### config.mk
export PLATFORM = sky130hd
export DESIGN_NAME = aidc_lite_cfg_apb_slv
export DESIGN_NICKNAME = d
export VERILOG_FILES = /design/src/rtl/aidc_lite_cfg_apb_slv.sv
export SDC_FILE = /design/constraint.sdc
export NUM_CORES = 1
export LEC_CHECK = 0
export CAP_MARGIN = 20
export CORE_ASPECT_RATIO = 1.2
export CORE_MARGIN = 10
export CORE_UTILIZATION = 35
export CTS_BUF_LIST = sky130_fd_sc_hd__clkbuf_16
export CTS_CLUSTER_SIZE = 40
export DETAILED_ROUTE_END_ITERATION = 6
export GPL_TIMING_DRIVEN = 0
export PLACE_DENSITY = 0.71
export SLEW_MARGIN = 25
export SYNTH_ARGS = -nofsm -noshare
export SYNTH_HDL_FRONTEND = slang
export SYNTH_SLANG_ARGS = --single-unit
### constraint.sdc
create_clock -name clk -period 3.7 [get_ports clk]
set_clock_uncertainty 0.1 [all_clocks]
set_input_delay 0.74 -clock clk [delete_from_list [all_inputs] [get_ports clk]]
set_output_delay 0.74 -clock clk [all_outputs]
set_load 0.005 [all_outputs]
### src/rtl/aidc_lite_cfg_apb_slv.sv
// APB configuration slave for the AIDC-lite engine: SRC/DST/LEN/CTRL/STATUS registers,
// start/done handshake and optional wait states. Optional IRQ support: AIDC_LITE_CFG_IRQ_EN.
module aidc_lite_cfg_apb_slv #(
    parameter int unsigned WAIT_CYCLES = 0
) (
    input  logic        clk,
    input  logic        rst,
    input  logic        psel,
    input  logic        penable,
    input  logic [31:0] paddr,
    input  logic        pwrite,
    input  logic [31:0] pwdata,
    output logic        pready,
    output logic [31:0] prdata,
    output logic        pslverr,
    output logic [31:0] cfg_src_addr,
    output logic [31:0] cfg_dst_addr,
    output logic [31:0] cfg_len,
    output logic        start_o,
    input  logic        done_i
`ifdef AIDC_LITE_CFG_IRQ_EN
    ,
    output logic        irq
`endif
);

    typedef enum logic {StIdle, StAccess} state_t;

    localparam logic [3:0] WaitMax = 4'(WAIT_CYCLES);

    state_t      r_state;
    logic [3:0]  r_wait_cnt;
    logic [31:0] r_src;
    logic [31:0] r_dst;
    logic [31:0] r_len;
    logic        r_busy;
    logic        r_done;
    logic        r_start;
`ifdef AIDC_LITE_CFG_IRQ_EN
    logic        r_irq_en;
`endif

    logic        w_ready;
    logic        w_sel_src;
    logic        w_sel_dst;
    logic        w_sel_len;
    logic        w_sel_ctrl;
    logic        w_sel_status;
    logic        w_sel_irq_en;
    logic        w_mapped;
    logic        w_err;
    logic        w_commit;
    logic        w_start;
    logic        w_clr_done;
    logic [31:0] w_rdata;

    // Full-address compare: misaligned addresses never match, so they fall out as unmapped.
    always_comb begin
        w_sel_src    = (paddr == 32'h0000_0000);
        w_sel_dst    = (paddr == 32'h0000_0004);
        w_sel_len    = (paddr == 32'h0000_0008);
        w_sel_ctrl   = (paddr == 32'h0000_000C);
        w_sel_status = (paddr == 32'h0000_0010);
`ifdef AIDC_LITE_CFG_IRQ_EN
        w_sel_irq_en = (paddr == 32'h0000_0014);
`else
        w_sel_irq_en = 1'b0;
`endif
        w_mapped = w_sel_src | w_sel_dst | w_sel_len | w_sel_ctrl | w_sel_status | w_sel_irq_en;
    end

    always_comb begin
        w_err = 1'b0;
        if (!w_mapped) begin
            w_err = 1'b1;
        end else if (pwrite) begin
            if ((w_sel_src | w_sel_dst | w_sel_len) && r_busy) w_err = 1'b1;
            if (w_sel_ctrl && pwdata[0] && (r_busy || (r_len == 32'd0))) w_err = 1'b1;
`ifndef AIDC_LITE_CFG_IRQ_EN
            if (w_sel_status) w_err = 1'b1;
`endif
        end
    end

    always_comb begin
        w_rdata = 32'd0;
        if (w_sel_src)    w_rdata = r_src;
        if (w_sel_dst)    w_rdata = r_dst;
        if (w_sel_len)    w_rdata = r_len;
        if (w_sel_ctrl)   w_rdata = {31'd0, r_busy};
        if (w_sel_status) w_rdata = {31'd0, r_done};
`ifdef AIDC_LITE_CFG_IRQ_EN
        if (w_sel_irq_en) w_rdata = {31'd0, r_irq_en};
`endif
    end

    always_comb begin
        w_ready    = !rst && (r_state == StAccess) && psel && penable && (r_wait_cnt == WaitMax);
        w_commit   = w_ready && pwrite && !w_err;
        w_start    = w_commit && w_sel_ctrl && pwdata[0];
`ifdef AIDC_LITE_CFG_IRQ_EN
        w_clr_done = w_commit && w_sel_status && pwdata[0];
`else
        w_clr_done = 1'b0;
`endif
        pready  = w_ready;
        pslverr = w_ready && w_err;
        prdata  = (w_ready && !pwrite && !w_err) ? w_rdata : 32'd0;
    end

    always_ff @(posedge clk) begin
        if (rst) begin
            r_state    <= StIdle;
            r_wait_cnt <= 4'd0;
        end else begin
            case (r_state)
                StIdle: begin
                    r_wait_cnt <= 4'd0;
                    if (psel && !penable) r_state <= StAccess;
                end
                StAccess: begin
                    if (!psel) begin
                        r_state    <= StIdle;
                        r_wait_cnt <= 4'd0;
                    end else if (penable) begin
                        if (r_wait_cnt == WaitMax) begin
                            r_state    <= StIdle;
                            r_wait_cnt <= 4'd0;
                        end else begin
                            r_wait_cnt <= r_wait_cnt + 4'd1;
                        end
                    end
                end
                default: r_state <= StIdle;
            endcase
        end
    end

    always_ff @(posedge clk) begin
        if (rst) begin
            r_src   <= 32'd0;
            r_dst   <= 32'd0;
            r_len   <= 32'd0;
            r_busy  <= 1'b0;
            r_done  <= 1'b0;
            r_start <= 1'b0;
`ifdef AIDC_LITE_CFG_IRQ_EN
            r_irq_en <= 1'b0;
`endif
        end else begin
            r_start <= w_start;
            if (w_commit && w_sel_src) r_src <= pwdata;
            if (w_commit && w_sel_dst) r_dst <= pwdata;
            if (w_commit && w_sel_len) r_len <= pwdata;
`ifdef AIDC_LITE_CFG_IRQ_EN
            if (w_commit && w_sel_irq_en) r_irq_en <= pwdata[0];
`endif
            // An accepted start implies busy was 0, so done_i cannot collide with it.
            if (w_start) begin
                r_busy <= 1'b1;
                r_done <= 1'b0;
            end else begin
                if (w_clr_done) r_done <= 1'b0;
                if (done_i && r_busy) begin
                    r_busy <= 1'b0;
                    r_done <= 1'b1;
                end
            end
        end
    end

    assign cfg_src_addr = r_src;
    assign cfg_dst_addr = r_dst;
    assign cfg_len      = r_len;
    assign start_o      = r_start && !rst;
`ifdef AIDC_LITE_CFG_IRQ_EN
    assign irq          = r_done & r_irq_en;
`endif

endmodule
==> results of run 1 <==
==> worst max-delay path, stage by stage <==
cell	delay, ns
clkdlybuf4s50_1	0.43
nor3_2	0.14
and4_1	0.27
nand3_2	0.10
or4b_4	0.66
clkbuf_16	0.23
nor2_4	0.09
buf_2	0.12
==> cell usage in the layout, fill, tap and decap left out, types with 2 or more instances in the layout <==
| master | netlist | routed |
|---|---|---|
| nand4_1 | 6 | 6 |
| buf_6 | 3 | 4 |
| dlymetal6s2s_1 | 0 | 17 |
| nand3_1 | 3 | 2 |
| buf_2 | 8 | 36 |
| ha_1 | 2 | 2 |
| dlygate4sd2_1 | 0 | 10 |
| nor2_1 | 140 | 140 |
| nand2_1 | 5 | 5 |
| clkbuf_16 | 0 | 12 |
| nor4_2 | 3 | 3 |
| nor2_4 | 30 | 30 |
| nor2b_1 | 3 | 3 |
| clkinvlp_4 | 0 | 2 |
| clkinv_4 | 0 | 2 |
| mux2i_1 | 128 | 128 |
| buf_12 | 0 | 3 |
| a21oi_1 | 35 | 35 |
| clkbuf_1 | 19 | 17 |
| nor4_4 | 4 | 4 |
| nor3_1 | 4 | 3 |
| buf_4 | 3 | 20 |
| dfxtp_1 | 104 | 104 |
| inv_1 | 2 | 4 |
| clkdlybuf4s50_1 | 0 | 140 |
| buf_1 | 2 | 2 |
| nor4_1 | 9 | 9 |
==> how the worst min path moves through the flow <==
stage | from | to | slack, ns | depth (start not counted)
detailed placement | r_state$_SDFF_PP0_ | r_state$_SDFF_PP0_ | 0.36 | 2
global placement | r_state$_SDFF_PP0_ | r_state$_SDFF_PP0_ | 0.35 | 2
global route | r_state$_SDFF_PP0_ | r_state$_SDFF_PP0_ | 0.42 | 2
CTS | r_state$_SDFF_PP0_ | r_state$_SDFF_PP0_ | 0.38 | 2
floorplan | r_state$_SDFF_PP0_ | r_state$_SDFF_PP0_ | 0.34 | 2
finish | r_state$_SDFF_PP0_ | r_state$_SDFF_PP0_ | 0.38 | 2
==> routing by layer <==
metal	track usage	wire [um]
met5	0	0
met4	0.05093	359
met3	0.05604	1503
met2	0.3210	9818
met1	0.2069	7531
==> registers in the layout, indices dropped and copies added (netlist names) <==
signal,count
cfg_dst_addr,32
cfg_len,32
cfg_src_addr,32
r_busy,1
r_done,1
r_start,1
r_state,1
r_wait_cnt,4
==> cells by family (layout without fill, tap and decap cells) <==
kind of cell	count (synthesis)	count (layout)
simple gates	219	219
mux	130	130
flops	104	104
buf+inv	41	274
compound gates	40	40
fa+ha+maj	2	2
xor+xnor	1	1
==> power by group through the flow <==
stage          Sequential (mW)  Combinational (mW)  Clock (mW)
6_report                  1.12               0.174       0.867
4_1_cts                   1.12               0.173       0.881
3_5_place_dp              1.15               0.173           0
2_1_floorplan             1.15              0.0544           0
3_3_place_gp              1.15               0.170           0
5_1_grt                   1.12               0.184       0.926
==> repair_timing <==
item,in CTS,in global routing
pin swaps,9,18
gates resized for setup,146,23
cloned,0,3
endpoints found under the setup margin,33,33
endpoints found under the hold margin,0,0
buffers inserted,11,6
==> layout make-up <==
cell class,count,share of cell area
buffer,37,0.03038
clock buffer,9,0.02908
clock inverter,6,0.005170
inverter,3,0.001454
multi-input combinational,392,0.3679
sequential,104,0.2689
tap,175,0.02828
timing repair buffer,219,0.2689
==> summary.txt, run 1 <==
Drt
  – Vias per cell: 5.066
  – Routed WL per cell: 20.33 um
  – Post-Route WL: 19.21 mm
  – DRC viols: 0
  – Via count: 4,787
  – Drt pass-1 iters: 4
  – DRT iter0 DRCs: 286
  – Routed Antenna Nets: 0

Clock network
  – CTS Hold Bufs: 0
  – CTS sink cnt: 104
  – Root Buffer: clkbuf_16
  – Clock Pin Slew Worst Setup and Hold Paths: 0.07 ns
  – H-Tree Depth: 3
  – CTS tree: yes
  – Worst skew pair latency: 0.34 ns
  – TritonCTS Buffers: 9
  – Maximum buffer depth of the clock tree: 2

Timing
  – Final Setup Violations: 0
  – Slew HR: 0.5987
  – Tcrit/Tclk final: 0.9849
  – Setup ws final: 0.05588 ns
  – Setup TNS: 0 ns
  – Worst Tran Pin Value: 0.6019 ns
  – Max frequency: 0.2744 GHz
  – Final Hold Viols: 0
  – Slew Viols, Final: 0
  – Minimum clock period: 3.644 ns
  – Worst Hold Margin: 0.3787 ns

Worst setup path
  – Arr. time, crit path: 2.80 ns
  – WS Path Type: in -> out
  – R2r worst-path depth: 9
  – Reg2reg end: cfg_dst_addr[18]$_SDFFE_PP0P_
  – CP max FO: 7
  – CP Launch Type: input port
  – Worst r2r src: r_wait_cnt[0]$_SDFFE_PP0P_
  – Worst Path Required: 2.86 ns
  – CP startpoint: paddr[8]
  – Worst Setup EP: prdata[11]
  – CP Capture Type: output pin
  – R2R Setup Slk: 1.11 ns

Synth
  – Xor/xnor share of the synthesized area: 0.001705
  – Most frequent cell after synthesis: nor2_1
  – Mean Syn Cell Area: 9.567 sq um
  – Largest family of logic cells by synthesized area: multiplexers
  – EDFF count, synth: 0
  – Synth Area in Simple Gates: 0.2460
  – Top cells by area, synth: dfxtp_1 (41%), mux2i_1 (25%), nor2_1 (10%)
  – Area of the mapped netlist: 5137 sq um
  – Top_reg_cell synth: dfxtp_1
  – Most instantiated cells after synthesis: nor2_1 (140), mux2i_1 (128), dfxtp_1 (104)
  – Yosys warns: 0
  – Synth unique cells: 41
  – Complex-gate fraction of the synthesized area: 0.04116
  – #FFs+latches synth: 104
  – Area fraction of the dominant cell type after synthesis: 0.4053
  – Async SR Flop Fraction: 0
  – Post-synthesis mux area share: 0.2560
  – Post-synthesis adder-cell area fraction: 0.004871
  – Sequential share of the synthesized area: 0.4053
  – Cells after Synth: 537
  – Syn Nets: 609
  – Area leader, netlist: dfxtp_1

Floorplanning
  – Die W: 130.6 um
  – Die H: 152.7 um
  – Initial Util: 0.3564
  – Ports: 201
  – Core Region: 14,410 sq um
  – Die Area: 19,950 sq um
  – # rows: 48

Layout
  – Layout Cells excl Fill: 945
  – Design Area, Final: 7744 sq um
  – Sequential cell area: 2082 sq um
  – Core Util, Final: 0.5372
  – # fillers: 1,321
  – Layout cells sized above 1: 0.1688
  – Layout area overhead: 50.73%
  – Multi-input combinational cell area: 2849 sq um
  – Fin nets: 838
  – Diodes inserted: 0

Placed design
  – Area after DPL: 7348 sq um
  – Port bufs: 199
  – DPL Wire Length: 14.54 mm
  – Inst Count DP: 911
  – Setup WS pre-CTS: -0.5831 ns
  – GPL Wtd Cong: 0.8340

Global routing
  – Largest net degree at the start of global routing: 17
  – Gr usage total: 0.1833
  – Vias in the first global route: 5,054
  – Gr ovfl total: 0
  – First-pass GRT wire length: 29.00 mm
  – Initial antenna violation count: 0

Pwr
  – Switching share of power: 0.2349
  – Power share of the combinational group: 0.081
  – Design Power: 2.161 mW
  – Pwr dens: 279.0 nW/um^2
  – P_int: 1.653 mW
  – Worst IR Drop VDD: 247.5 uV
  – P_leak: 3.457 nW
  – Clk pwr share: 0.401
  – Part of the power in registers: 0.518
  – Switching Power: 0.5075 mW

Job
  – Max cap viols: 0

Status
  – Status: finished clean

Worst hold path
  – Hold WC Path Type: reg -> reg
No activity file was read; power rests on OpenSTA's default activity.
==> run 2: changes to the inputs <==
SKIP_LAST_GASP = 1   (was unset)
clock period = 4.65 ns   (was 3.7 ns; I/O delays follow)
==> run 2 against run 1 <==
- register-to-register slack improved by 1.1 ns
- die area unchanged
- clock power is 21% lower
- critical path depth increased by 1
- core utilization decreased by 0.36 points
- cell count is 1.4% lower
- setup slack better by 0.012 ns
- non-clock buffer count is 13 lower
- global-route usage decreased by 0.22 points
- clock-buffer cell count did not move
- wire length decreased by 3.9%
- via count shrank 2.0%
- critical path type unchanged
- largest cell class unchanged
==> summary.txt, run 2 (synthesis results as in run 1) <==
Worst setup path
  – Arr. time, crit path: 3.55 ns
  – CP delay by family, top: simple AND/OR/NAND/NOR gates
  – CP Capture Type: output pin
  – Worst path cell trace: clkdlybuf4s50_1, nor4_4, and4_4, nand3_2, or4b_4, buf_6, buf_8, nor2_4, clkdlybuf4s50_1
  – Slowest CP cell: clkdlybuf4s50_1
  – WS Path Type: in -> out
  – Worst Path Required: 3.62 ns
  – Worst stage delay on the critical path: 0.53 ns
  – CP max FO: 10
  – CP Launch Type: input port
  – CP dominant cell by count: clkdlybuf4s50_1
  – CP bufs+invs: 4

Timing
  – Tcrit/Tclk final: 0.9853
  – Slew Viols, Final: 0
  – Worst Hold Margin: 0.3763 ns
  – Final Setup Violations: 0
  – Final Hold Viols: 0
  – Max frequency: 0.2183 GHz
  – Minimum clock period: 4.582 ns
  – Worst Tran Pin Value: 0.6345 ns
  – Setup ws final: 0.06835 ns
  – Slew HR: 0.5770

Global routing
  – Largest net degree at the start of global routing: 17
  – Initial antenna violation count: 0
  – Gr usage total: 0.1811
  – Vias in the first global route: 4,995
  – First-pass GRT wire length: 28.57 mm
  – Gr ovfl total: 0

Layout
  – Commonest non-fill, non-tap cell in the layout: clkdlybuf4s50_1
  – Layout cells sized above 1: 0.1083
  – Fin nets: 825
  – Most frequent cells in the layout: clkdlybuf4s50_1 (196), nor2_1 (140), mux2i_1 (128)
  – Diodes inserted: 0
  – Layout Cells excl Fill: 932
  – Layout area overhead: 49.73%
  – Core Util, Final: 0.5337

Clock network
  – CTS tree: yes
  – Root Buffer: clkbuf_16
  – Clock Pin Slew Worst Setup and Hold Paths: 0.07 ns
  – TritonCTS Buffers: 9
  – H-Tree Depth: 3
  – CTS Hold Bufs: 0
  – Maximum buffer depth of the clock tree: 2
  – CTS sink cnt: 104
  – Worst skew pair latency: 0.34 ns

Placed design
  – DPL Wire Length: 14.54 mm
  – Port bufs: 199
  – Inst Count DP: 911
  – Setup WS pre-CTS: -0.01307 ns
  – GPL Wtd Cong: 0.8340

Drt
  – Routed WL per cell: 19.81 um
  – DRT iter0 DRCs: 215
  – Routed Antenna Nets: 0
  – Via count: 4,691
  – Drt pass-1 iters: 4
  – Post-Route WL: 18.46 mm
  – Vias per cell: 5.033
  – DRC viols: 0

Floorplanning
  – Die W: 130.6 um
  – Initial Util: 0.3564
  – Ports: 201
  – Core Region: 14,410 sq um
  – # rows: 48
  – Die H: 152.7 um
  – Die Area: 19,950 sq um

Pwr
  – Worst IR Drop VDD: 195.6 uV
  – P_leak: 3.171 nW
  – Pwr dens: 223.1 nW/um^2

Worst hold path
  – Hold WC Path Type: reg -> reg

Job
  – Max cap viols: 0

Status
  – Status: finished clean
[run 2: cell types whose count changed in the layout (fill, tap and decap cells not counted), sizes merged]
cell,previous run,this run
dlygate4sd2,10,0
clkdlybuf4s15,2,0
buf,65,25
dlymetal6s2s,17,3
clkbuf,31,28
clkdlybuf4s50,140,196
[run 2: power breakdown]
part	total (mW)	internal [mW]	switching, mW
clock	0.685	0.358	0.327
sequential	0.891	0.890	0.000233
combinational	0.141	0.0699	0.0707
[run 2: through the flow]
stage / instance area (sq um) / setup TNS, ns / total power, mW
after global routing: 7692 / -0.05525 / 1.776
after detailed placement: 7348 / -0.02325 / 1.048
after CTS: 7629 / 0 / 1.730
after floorplan: 5137 / 0 / 0.9544
final: 7692 / 0 / 1.716
after global placement: 7348 / -0.001204 / 1.046
[run 2: final timing paths]
path | from | endpoint | slack, ns | depth (start not counted)
setup / recovery | paddr[29] | prdata[14] | 0.07 | 9
hold / removal | r_state$_SDFF_PP0_ | r_state$_SDFF_PP0_ | 0.38 | 2
setup reg to reg | r_wait_cnt[0]$_SDFFE_PP0P_ | cfg_src_addr[23]$_SDFFE_PP0P_ | 2.21 | 9
hold reg to reg | r_state$_SDFF_PP0_ | r_state$_SDFF_PP0_ | 0.38 | 2
[run 2: cell type report]
type / instances / area, sq um
Buffer: 38 / 226.5
Fill cell: 1313 / 6721
Clock inverter: 6 / 40.04
Inverter: 3 / 11.26
Sequential cell: 104 / 2082
Tap cell: 175 / 219.0
Clock buffer: 9 / 225.2
Multi-Input combinational cell: 392 / 2844
Timing Repair Buffer: 205 / 2044
[run 2: timing repair]
item                       in CTS  in global routing
setup endpoints to repair      18                 30
setup buffers                   1                  5
gates resized for setup         2                  7
pin swaps                       3                  4
[run 2: worst register-to-register path, delay by kind of cell, from the launching register on]
family                     cells  cell delay, ns
and+or+nand+nor                4            1.05
buffers and inverters          3            0.48
DFF                            1            0.33
muxes                          1            0.18
adders and majority gates      1            0.16
[run 2: layer usage]
metal	part of all wire	global-route usage	up-vias
met3	0.072	0.05604	17
met5	0	0	-
met4	0.013	0.04456	0
li1	-	-	2272
met1	0.40	0.2033	2272
met2	0.52	0.3205	130
